--- config.mk ---
export PLATFORM = sky130hd
export DESIGN_NAME = ahb_lite_copy_master_flat
export DESIGN_NICKNAME = d
export VERILOG_FILES = /design/src/rtl/ahb_lite_copy_master_if.sv /design/src/rtl/ahb_lite_copy_master.sv /design/src/flat_wrapper.sv
export SDC_FILE = /design/constraint.sdc
export NUM_CORES = 1
export LEC_CHECK = 0
export CAP_MARGIN = 40
export CORE_ASPECT_RATIO = 1.25
export CORE_UTILIZATION = 40
export DETAILED_ROUTE_END_ITERATION = 7
export PLACE_DENSITY_LB_ADDON = 0.08
export SLEW_MARGIN = 20
export SYNTH_ARGS = -nofsm -noshare
export SYNTH_HDL_FRONTEND = slang
export SYNTH_SLANG_ARGS = --single-unit
--- constraint.sdc ---
create_clock -name HCLK -period 2.2 [get_ports HCLK]
set_clock_uncertainty 0.05 [all_clocks]
set_input_delay 0.33 -clock HCLK [delete_from_list [all_inputs] [get_ports HCLK]]
set_output_delay 0.33 -clock HCLK [all_outputs]
set_load 0.01 [all_outputs]
--- src/rtl/ahb_lite_copy_master_if.sv ---
// ahb_lite_copy_master_if: AHB-Lite bus bundle between the copy master and the slave side
interface ahb_lite_copy_master_if;
    logic [31:0] HADDR;
    logic [1:0]  HTRANS;
    logic        HWRITE;
    logic [2:0]  HSIZE;
    logic [2:0]  HBURST;
    logic [3:0]  HPROT;
    logic        HMASTLOCK;
    logic [31:0] HWDATA;
    logic [31:0] HRDATA;
    logic        HREADY;
    logic        HRESP;
    modport master (
        output HADDR, HTRANS, HWRITE, HSIZE, HBURST, HPROT, HMASTLOCK, HWDATA,
        input  HRDATA, HREADY, HRESP
    );
    modport slave (
        input  HADDR, HTRANS, HWRITE, HSIZE, HBURST, HPROT, HMASTLOCK, HWDATA,
        output HRDATA, HREADY, HRESP
    );
endinterface

--- src/rtl/ahb_lite_copy_master.sv ---
// ahb_lite_copy_master: AHB-Lite initiator copying 32-bit words with single read/write transfers
module ahb_lite_copy_master #(
    parameter int CNT_W = 16
) (
    input  logic                   HCLK,
    input  logic                   HRESET,
    input  logic                   start,
    input  logic [31:0]            src_addr,
    input  logic [31:0]            dst_addr,
    input  logic [CNT_W-1:0]       word_count,
    output logic                   busy,
    output logic                   done,
    output logic                   error,
    output logic [CNT_W-1:0]       words_left,
    ahb_lite_copy_master_if.master bus
);
    typedef enum logic [2:0] {IDLE, RD_A, RD_D, WR_A, WR_D, DONE} state_t;
    state_t           state, state_n;
    logic [31:0]      src, src_n, dst, dst_n, data_buf, buf_n;
    logic [CNT_W-1:0] left_n;
    logic             err_n;
    assign bus.HSIZE     = 3'b010;
    assign bus.HBURST    = 3'b000;
    assign bus.HPROT     = 4'b0011;
    assign bus.HMASTLOCK = 1'b0;
    // next state and datapath updates; an ERROR response exits on its first cycle
    always_comb begin
        state_n = state;
        src_n   = src;
        dst_n   = dst;
        buf_n   = data_buf;
        left_n  = words_left;
        err_n   = error;
        case (state)
            IDLE: if (start) begin
                src_n   = {src_addr[31:2], 2'b00};
                dst_n   = {dst_addr[31:2], 2'b00};
                left_n  = word_count;
                err_n   = 1'b0;
                state_n = (word_count == '0) ? DONE : RD_A;
            end
            RD_A: state_n = bus.HREADY ? RD_D : RD_A;
            RD_D: if (bus.HRESP) begin
                err_n   = 1'b1;
                state_n = DONE;
            end else if (bus.HREADY) begin
                buf_n   = bus.HRDATA;
                state_n = WR_A;
            end
            WR_A: state_n = bus.HREADY ? WR_D : WR_A;
            WR_D: if (bus.HRESP) begin
                err_n   = 1'b1;
                state_n = DONE;
            end else if (bus.HREADY) begin
                src_n   = src + 32'd4;
                dst_n   = dst + 32'd4;
                left_n  = words_left - CNT_W'(1);
                state_n = (words_left == CNT_W'(1)) ? DONE : RD_A;
            end
            DONE: state_n = IDLE;
            default: state_n = IDLE;
        endcase
    end
    // state, datapath and registered bus/status outputs derived from the next state
    always_ff @(posedge HCLK) begin
        if (HRESET) begin
            state      <= IDLE;
            src        <= '0;
            dst        <= '0;
            data_buf   <= '0;
            words_left <= '0;
            error      <= 1'b0;
            busy       <= 1'b0;
            done       <= 1'b0;
            bus.HTRANS <= 2'b00;
            bus.HADDR  <= '0;
            bus.HWRITE <= 1'b0;
            bus.HWDATA <= '0;
        end else begin
            state      <= state_n;
            src        <= src_n;
            dst        <= dst_n;
            data_buf   <= buf_n;
            words_left <= left_n;
            error      <= err_n;
            busy       <= state_n inside {RD_A, RD_D, WR_A, WR_D};
            done       <= state_n == DONE;
            bus.HTRANS <= (state_n == RD_A || state_n == WR_A) ? 2'b10 : 2'b00;
            bus.HADDR  <= state_n == RD_A ? src_n : state_n == WR_A ? dst_n : bus.HADDR;
            bus.HWRITE <= state_n == WR_A ? 1'b1 : state_n == RD_A ? 1'b0 : bus.HWRITE;
            bus.HWDATA <= state_n == WR_D ? buf_n : bus.HWDATA;
        end
    end
endmodule

--- src/flat_wrapper.sv ---
// flat-port wrapper written by rule: the top's interface ports become plain ports
module ahb_lite_copy_master_flat 
#(
    parameter int CNT_W = 16
)
  (HCLK, HRESET, start, src_addr, dst_addr, word_count, busy, done, error, words_left, bus_HADDR, bus_HTRANS, bus_HWRITE, bus_HSIZE, bus_HBURST, bus_HPROT, bus_HMASTLOCK, bus_HWDATA, bus_HRDATA, bus_HREADY, bus_HRESP);
  ahb_lite_copy_master_if bus_i ();
  input  logic HCLK;
  input  logic HRESET;
  input  logic start;
  input  logic [31:0] src_addr;
  input  logic [31:0] dst_addr;
  input  logic [CNT_W-1:0] word_count;
  output logic busy;
  output logic done;
  output logic error;
  output logic [CNT_W-1:0] words_left;
  output wire logic [$bits(bus_i.HADDR)-1:0] bus_HADDR;
  output wire logic [$bits(bus_i.HTRANS)-1:0] bus_HTRANS;
  output wire logic [$bits(bus_i.HWRITE)-1:0] bus_HWRITE;
  output wire logic [$bits(bus_i.HSIZE)-1:0] bus_HSIZE;
  output wire logic [$bits(bus_i.HBURST)-1:0] bus_HBURST;
  output wire logic [$bits(bus_i.HPROT)-1:0] bus_HPROT;
  output wire logic [$bits(bus_i.HMASTLOCK)-1:0] bus_HMASTLOCK;
  output wire logic [$bits(bus_i.HWDATA)-1:0] bus_HWDATA;
  input wire logic [$bits(bus_i.HRDATA)-1:0] bus_HRDATA;
  input wire logic [$bits(bus_i.HREADY)-1:0] bus_HREADY;
  input wire logic [$bits(bus_i.HRESP)-1:0] bus_HRESP;
  assign bus_HADDR = bus_i.HADDR;
  assign bus_HTRANS = bus_i.HTRANS;
  assign bus_HWRITE = bus_i.HWRITE;
  assign bus_HSIZE = bus_i.HSIZE;
  assign bus_HBURST = bus_i.HBURST;
  assign bus_HPROT = bus_i.HPROT;
  assign bus_HMASTLOCK = bus_i.HMASTLOCK;
  assign bus_HWDATA = bus_i.HWDATA;
  assign bus_i.HRDATA = bus_HRDATA;
  assign bus_i.HREADY = bus_HREADY;
  assign bus_i.HRESP = bus_HRESP;
  ahb_lite_copy_master #(.CNT_W(CNT_W)) u_core (.HCLK(HCLK), .HRESET(HRESET), .start(start), .src_addr(src_addr), .dst_addr(dst_addr), .word_count(word_count), .busy(busy), .done(done), .error(error), .words_left(words_left), .bus(bus_i));
endmodule
# ---- Yosys cells after proc, flatten, opt, wreduce, memory -nomap -nowiden
# Index checks and enable logic that the tools add are counted.
dict set report word_totals {
  input_bits 117
  latchBits 0
  reg_bits 185
  word_cells 72
  memories 0
  mem_bits_ro 0
  output_inout_bits 97
  mem_bits_rw 0
}
dict set report op_classes {
  eq_ne 14
  n_div 0
  n_mul 0
  n_shift 0
  bitwise_logic 0
  reduce_logical 10
  magnitude_cmp 0
  add_sub_neg 3
  mux 33
}
# operator count
set op_table {}
lappend op_table {{32-bit 2-to-1 mux} 11}
lappend op_table {{32-bit one-hot mux with 2 select lines} 2}
lappend op_table {{32-bit by 3-bit adder with 32-bit output (second input constant)} 2}
lappend op_table {{16-bit 2-to-1 mux} 3}
lappend op_table {{16-bit one-hot mux with 2 select lines} 1}
lappend op_table {{3-bit 2-to-1 mux} 8}
lappend op_table {{16-bit by 1-bit equality test with 1-bit output (second input constant)} 1}
lappend op_table {{16-bit zero test} 1}
lappend op_table {{16-bit by 1-bit subtractor with 16-bit output (second input constant)} 1}
lappend op_table {{3-bit one-hot mux with 5 select lines} 1}
lappend op_table {{3-bit by 2-bit equality test with 1-bit output (second input constant)} 4}
lappend op_table {{3-bit equality test (second input constant)} 3}
lappend op_table {{3-bit by 1-bit equality test with 1-bit output (second input constant)} 2}
lappend op_table {{2-bit != test (second input constant)} 3}
lappend op_table {{2-bit nonzero test} 3}
lappend op_table {{1-bit 2-to-1 mux} 4}
lappend op_table {{2-bit 2-to-1 mux} 2}
lappend op_table {{4-bit AND reduction} 1}
lappend op_table {{4-bit nonzero test} 1}
lappend op_table {{3-bit zero test} 1}
lappend op_table {{3-bit AND reduction} 1}
lappend op_table {{2-bit by 1-bit != test with 1-bit output (second input constant)} 1}
lappend op_table {{1-bit one-hot mux with 2 select lines} 1}
lappend op_table {{2-bit OR reduction} 1}
lappend op_table {{1-bit logical OR} 1}

# ---- Depth between registers and ports, before layout
dict set report depth {
  depth_word 8
  ltp_mapped 10
  depth_no_buf 8
}

# ---- Least setup slack after synthesis
# No wires, ideal clock.
dict set report synth_timing {
  path_type {flip-flop to flip-flop}
  from {register u_core.state[2]}
  to {register u_core.bus.HWDATA[10]}
  path_stages_with_launch 10
  period_less_slack_ps 2312
  path_slack_ps -112
  required_time_ps 2069
  path_buffers 3
  arrival_ps 2181
  setup_ps 81
  cell_sequence {dfxtp_1 or3b_1 clkbuf_1 or4_1 o22ai_2 o21ba_2 buf_4 buf_6 nor2_1 a211oi_2}
}
dict set report synth_between {
  elab_chain_cells 4
  elab_cells_between_ends 13
  classes_between {eq/ne (5); mux (7); reduce/logical (1)}
}
# item line_no
set synth_lines {}
lappend synth_lines {{from (decl)} ahb_lite_copy_master.sv:18} ;# state_t state, state_n;
lappend synth_lines {{from (signal assigned)} ahb_lite_copy_master.sv:80} ;# state <= state_n;
lappend synth_lines {{3-bit 2-to-1 mux, on equally long branches} {ahb_lite_copy_master.sv:54, ahb_lite_copy_master.sv:46}}
lappend synth_lines {{3-bit 2-to-1 mux, on equally long branches} {ahb_lite_copy_master.sv:51, ahb_lite_copy_master.sv:43}}
lappend synth_lines {{3-bit one-hot mux with 5 select lines} ahb_lite_copy_master.sv:34} ;# case (state)
lappend synth_lines {{3-bit equality test} ahb_lite_copy_master.sv:91} ;# bus.HWDATA <= state_n == WR_D ? buf_n : bus.HWDATA;
lappend synth_lines {{to (signal assigned)} ahb_lite_copy_master.sv:91}
lappend synth_lines {{to (decl)} ahb_lite_copy_master_if.sv:15} ;# output HADDR, HTRANS, HWRITE, HSIZE, HBURST, HPROT, HMASTLOCK, HWDATA,
# Several ways; a longest one is shown, not always the timed one.
# A chain may end at the register's enable or synchronous reset.

# ---- Worst setup path after layout
dict set report layout_timing {
  from {register u_core.state[1]}
  to {register u_core.bus.HWDATA[2]}
}
# The elaborated chain is that of the path after synthesis.

==> reports/qor_table.md <==
| Result | Reported | Unit |
|:---|:---|:---|
| Filler cell count | 2133 | - |
| Worst reg2reg endpoint | u_core.bus.HWDATA[2] | - |
| H-Tree Depth | 4 | - |
| Proportion of synthesized chip area in sequential cells | 37.8 | % |
| Total wirelength of the detailed-routed design | 36.7 | mm |
| Class of the tightest hold or removal check | in -> reg | - |
| Hold Path Cell Cnt | 2 | - |
| Kind of critical path | reg -> reg | - |
| Die height | 176 | um |
| Timing-limited maximum frequency | 429 | MHz |
| Setup repair after global routing missed its margin | true | - |
| Routability cong. | 0.916 | - |
| Arrival time of the worst setup path | 2640 | ps |
| Share of flip-flops with an asynchronous set or reset after synthesis | 0 | % |
| Post-synth cell types | 80 | - |
| Floorplan die width | 142 | um |
| Maximum clock insertion buffer count | 2 | - |
| Core Box Area | 23800 | sq um |
| Share of cells above drive strength 1 | 27.1 | % |
| Hold slack final | 207 | ps |
| Global-route wire length before repair | 56.0 | mm |
| Flip-flop cell with the highest count after synthesis | sky130_fd_sc_hd__dfxtp_1 | - |
| Worst-path maximum fanout | 5 | - |
| Clock sinks | 184 | - |
| Data required time at the worst endpoint | 2500 | ps |
| Row count | 63 | - |
| Number of flops mapped to enable cells by yosys | 0 | - |
| Number of synthesized register bits | 184 | - |
| Setup crit end kind | flip-flop | - |
| Post-Syn Instances | 1210 | - |
| Largest net degree at the start of global routing | 65 | - |
| Ant. Diodes | 0 | - |
| Rel. slew slack | 64.9 | % |
| Top-level I/O count | 214 | - |
| Total standard cell area after synthesis | 9730 | sq um |
| Peak ir drop on the vdd network | 620 | uV |
| Total via count in the routed design | 10700 | - |
| Port Buffer Count | 197 | - |
| Cell with the largest stage delay on the worst path | sky130_fd_sc_hd__or4_4 | - |
| Share of the cycle needed by the critical path after routing | 106 | % |
| Count of warnings emitted by yosys | 0 | - |
| Clock tree from TritonCTS | built | - |
| Clock buffers created by TritonCTS | 17 | - |
| Violation count after the first detailed-route iteration | 619 | - |
| Hold Path End | u_core.dst[7] | - |
| Run status | finished, violations left | - |
| Area of all sequential standard cells | 3700 | sq um |
| Cell area after layout | 15000 | sq um |
| Initial cell density of the core | 40.9 | % |
| Cell depth of the worst flop-to-flop path | 8 | - |
| Total met2 wirelength after detailed routing | 18.5 | mm |
| Hold Vio Cnt, Final | 0 | - |
| Detailed-route wire length per cell | 19.2 | um |
| Top routing layer used | met4 | - |
| Number of iterations in the first detailed-routing pass | 6 | - |
| GRT Total Usage | 29.2 | % |
| Metal3 WL | 1.99 | mm |
| Leftover overflow at the end of global routing | 0 | - |
| Leakage dissipation | 5.67 | nW |
| Mean cell area of the mapped netlist | 8.04 | sq um |
| Post-route ant nets | 0 | - |
| Count of maximum capacitance violations | 0 | - |
| Setup tns final | -5790 | ps |
| CP Buf/Inv Count | 2 | - |
| Clock-pin slew on the worst setup and hold paths | 80 | ps |
| Dominant delay contributor by cell family on the critical path | simple AND/OR/NAND/NOR gates | - |
| Area Growth Syn to Fin | 54.2 | % |
| DRC errors left | 0 | - |
| Placed cell areas | 13500 | sq um |
| Setup slack of the critical path after layout | -132 | ps |
| Crit start category | flip-flop | - |
| Start of the worst register-to-register path | u_core.state[1] | - |
| Minimum clock period after layout | 2330 | ps |
| Cell at the root of the clock tree | sky130_fd_sc_hd__clkbuf_16 | - |
| Total design power | 10.2 | mW |
| Final number of setup-violating endpoints | 65 | - |
| Violated checks | setup timing | - |
| Crit-path max cell delay | 510 | ps |
| PwrDens | 679 | nW/um^2 |
| Reg2reg setup slack | -130 | ps |
| Half-perimeter wire length after placement | 26.3 | mm |
| Total die area | 25000 | sq um |
| Initial antenna violation count | 0 | - |
| Count of final max-slew check failures | 0 | - |
| Number of hold-repair buffers added at the cts stage | 0 | - |
| Net count, final | 1694 | - |
| Vias per std cell | 5.60 | - |
| Slew at the pin closest to its max-slew limit | 526 | ps |
| Number of global-route vias before repair | 10300 | - |
| List of cells traversed by the critical path | or3b_4 -> or4_4 -> o22ai_4 -> o21ba_4 -> buf_8 -> buf_12 -> nor2_1 -> a211oi_1 | - |
| Worst-skew pair later-pin latency | 440 | ps |
| Met1 wire length | 14.5 | mm |
| Hold wc startpoint | HRESET | - |
| Area taken by multi-input logic gates | 5970 | sq um |
-- logic make-up after synthesis --
| logic type | share of synthesized area, % |
|---|---|
| flops | 37.8 |
| compound gates | 22.9 |
| buf+inv | 6.11 |
| mux | 6.52 |
| other cells | 0.0772 |
| simple gates | 24.7 |
| fa+ha+maj | 0.514 |
| xor+xnor | 1.35 |
-- metrics by stage --
| stage | std cells | setup WS, ps | utilization (%) |
|---|---|---|---|
| after floorplan | 1220 | 6.79 | - |
| after global placement | 1850 | -629 | 56.7 |
| after detailed placement | 1850 | -670 | 56.7 |
| after CTS | 1908 | -120 | 61.7 |
| after global routing | 1911 | -215 | 63.0 |
| final | 1911 | -132 | 63.0 |
-- power by group --
group          switching [mW]  internal (mW)
Sequential              0.222           3.60
Clock                    1.56           1.65
Combinational            1.57           1.60
-- registers in the layout, indices dropped and copies added (netlist names) --
signal / count
u_core.src: 32
u_core.error: 1
u_core.dst: 32
u_core.busy: 1
u_core.bus.HTRANS: 1
u_core.data_buf: 32
u_core.bus.HWRITE: 1
u_core.bus.HADDR: 32
u_core.bus.HWDATA: 32
u_core.state: 3
u_core.done: 1
u_core.words_left: 16
-- synth_stat cells (all sizes together) (20+ instances only) --
| library cell | n | share of area, % |
|---|---|---|
| dfxtp | 184 | 38 |
| nand2 | 109 | 4.2 |
| nor2 | 182 | 7.0 |
| o21ai | 40 | 2.1 |
| clkbuf | 73 | 2.8 |
| nor4 | 20 | 1.5 |
| a211oi | 48 | 5.1 |
| nand3 | 51 | 2.6 |
| mux2i | 51 | 5.2 |
| buf | 41 | 2.7 |
| nor3 | 39 | 2.1 |
| a21oi | 90 | 4.6 |
| and3 | 20 | 1.3 |
-- metal layers --
metal  vias up  global-route usage [%]
li1       5122                       -
met1      5083                    34.0
met2       406                    52.2
met3        84                    4.18
met4         0                    14.2
met5         -                       0
-- how the worst max path moves through the flow --
| stage | cells past startpoint | to | start | slack [ps] |
|---|---|---|---|---|
| after global routing | 11 | u_core.bus.HADDR[27] | u_core.state[2] | -210 |
| after CTS | 8 | u_core.bus.HADDR[26] | u_core.state[2] | -120 |
| after detailed placement | 10 | u_core.bus.HADDR[28] | bus_HREADY | -670 |
| after floorplan | 8 | u_core.bus.HADDR[22] | u_core.state[1] | 7 |
| final | 8 | u_core.bus.HWDATA[2] | u_core.state[1] | -130 |
| after global placement | 10 | u_core.bus.HADDR[28] | bus_HREADY | -630 |
-- placed cells by master, fill, tap and decap left out, types with 9 or more instances in the layout --
master	synthesis	final
sky130_fd_sc_hd__a22oi_1	12	12
sky130_fd_sc_hd__nor2_1	182	164
sky130_fd_sc_hd__mux2_2	11	11
sky130_fd_sc_hd__a31oi_1	11	11
sky130_fd_sc_hd__nor4_1	18	14
sky130_fd_sc_hd__buf_12	0	17
sky130_fd_sc_hd__a211oi_1	20	16
sky130_fd_sc_hd__conb_1	2	12
sky130_fd_sc_hd__buf_6	3	18
sky130_fd_sc_hd__nor2_2	0	9
sky130_fd_sc_hd__nor3_2	1	10
sky130_fd_sc_hd__o22ai_1	17	15
sky130_fd_sc_hd__xnor2_1	11	11
sky130_fd_sc_hd__nand3_1	51	47
sky130_fd_sc_hd__o211ai_1	9	9
sky130_fd_sc_hd__nor3_1	38	27
sky130_fd_sc_hd__nand2_1	109	102
sky130_fd_sc_hd__mux2i_1	51	51
sky130_fd_sc_hd__dfxtp_1	184	177
sky130_fd_sc_hd__nand4_1	18	18
sky130_fd_sc_hd__a211oi_2	28	32
sky130_fd_sc_hd__a21oi_1	90	83
sky130_fd_sc_hd__and3_1	20	20
sky130_fd_sc_hd__o21ai_0	40	34
sky130_fd_sc_hd__buf_4	18	207
sky130_fd_sc_hd__clkbuf_16	0	19
sky130_fd_sc_hd__inv_1	16	15
sky130_fd_sc_hd__nor2_4	0	9
sky130_fd_sc_hd__clkdlybuf4s50_1	0	194
sky130_fd_sc_hd__and2_1	14	13
-- final cells by class --
| cell class | instances | share of cell area, % |
|---|---|---|
| clock buffer | 18 | 2.86 |
| clock inverter | 14 | 1.19 |
| inverter | 16 | 0.400 |
| multi-input combinational | 906 | 39.8 |
| sequential | 184 | 24.6 |
| tap | 325 | 2.71 |
| timing repair buffer | 448 | 28.4 |
-- timing repair --
| action | CTS | global route |
|---|---|---|
| hold endpoints to repair | 0 | 0 |
| resized for setup | 70 | 86 |
| endpoints found under the setup margin | 76 | 85 |
| buffers inserted | 22 | 6 |
| cloned | 6 | 3 |
| pin swaps | 30 | 38 |
Note: power is estimated with default switching activity, not from simulation.
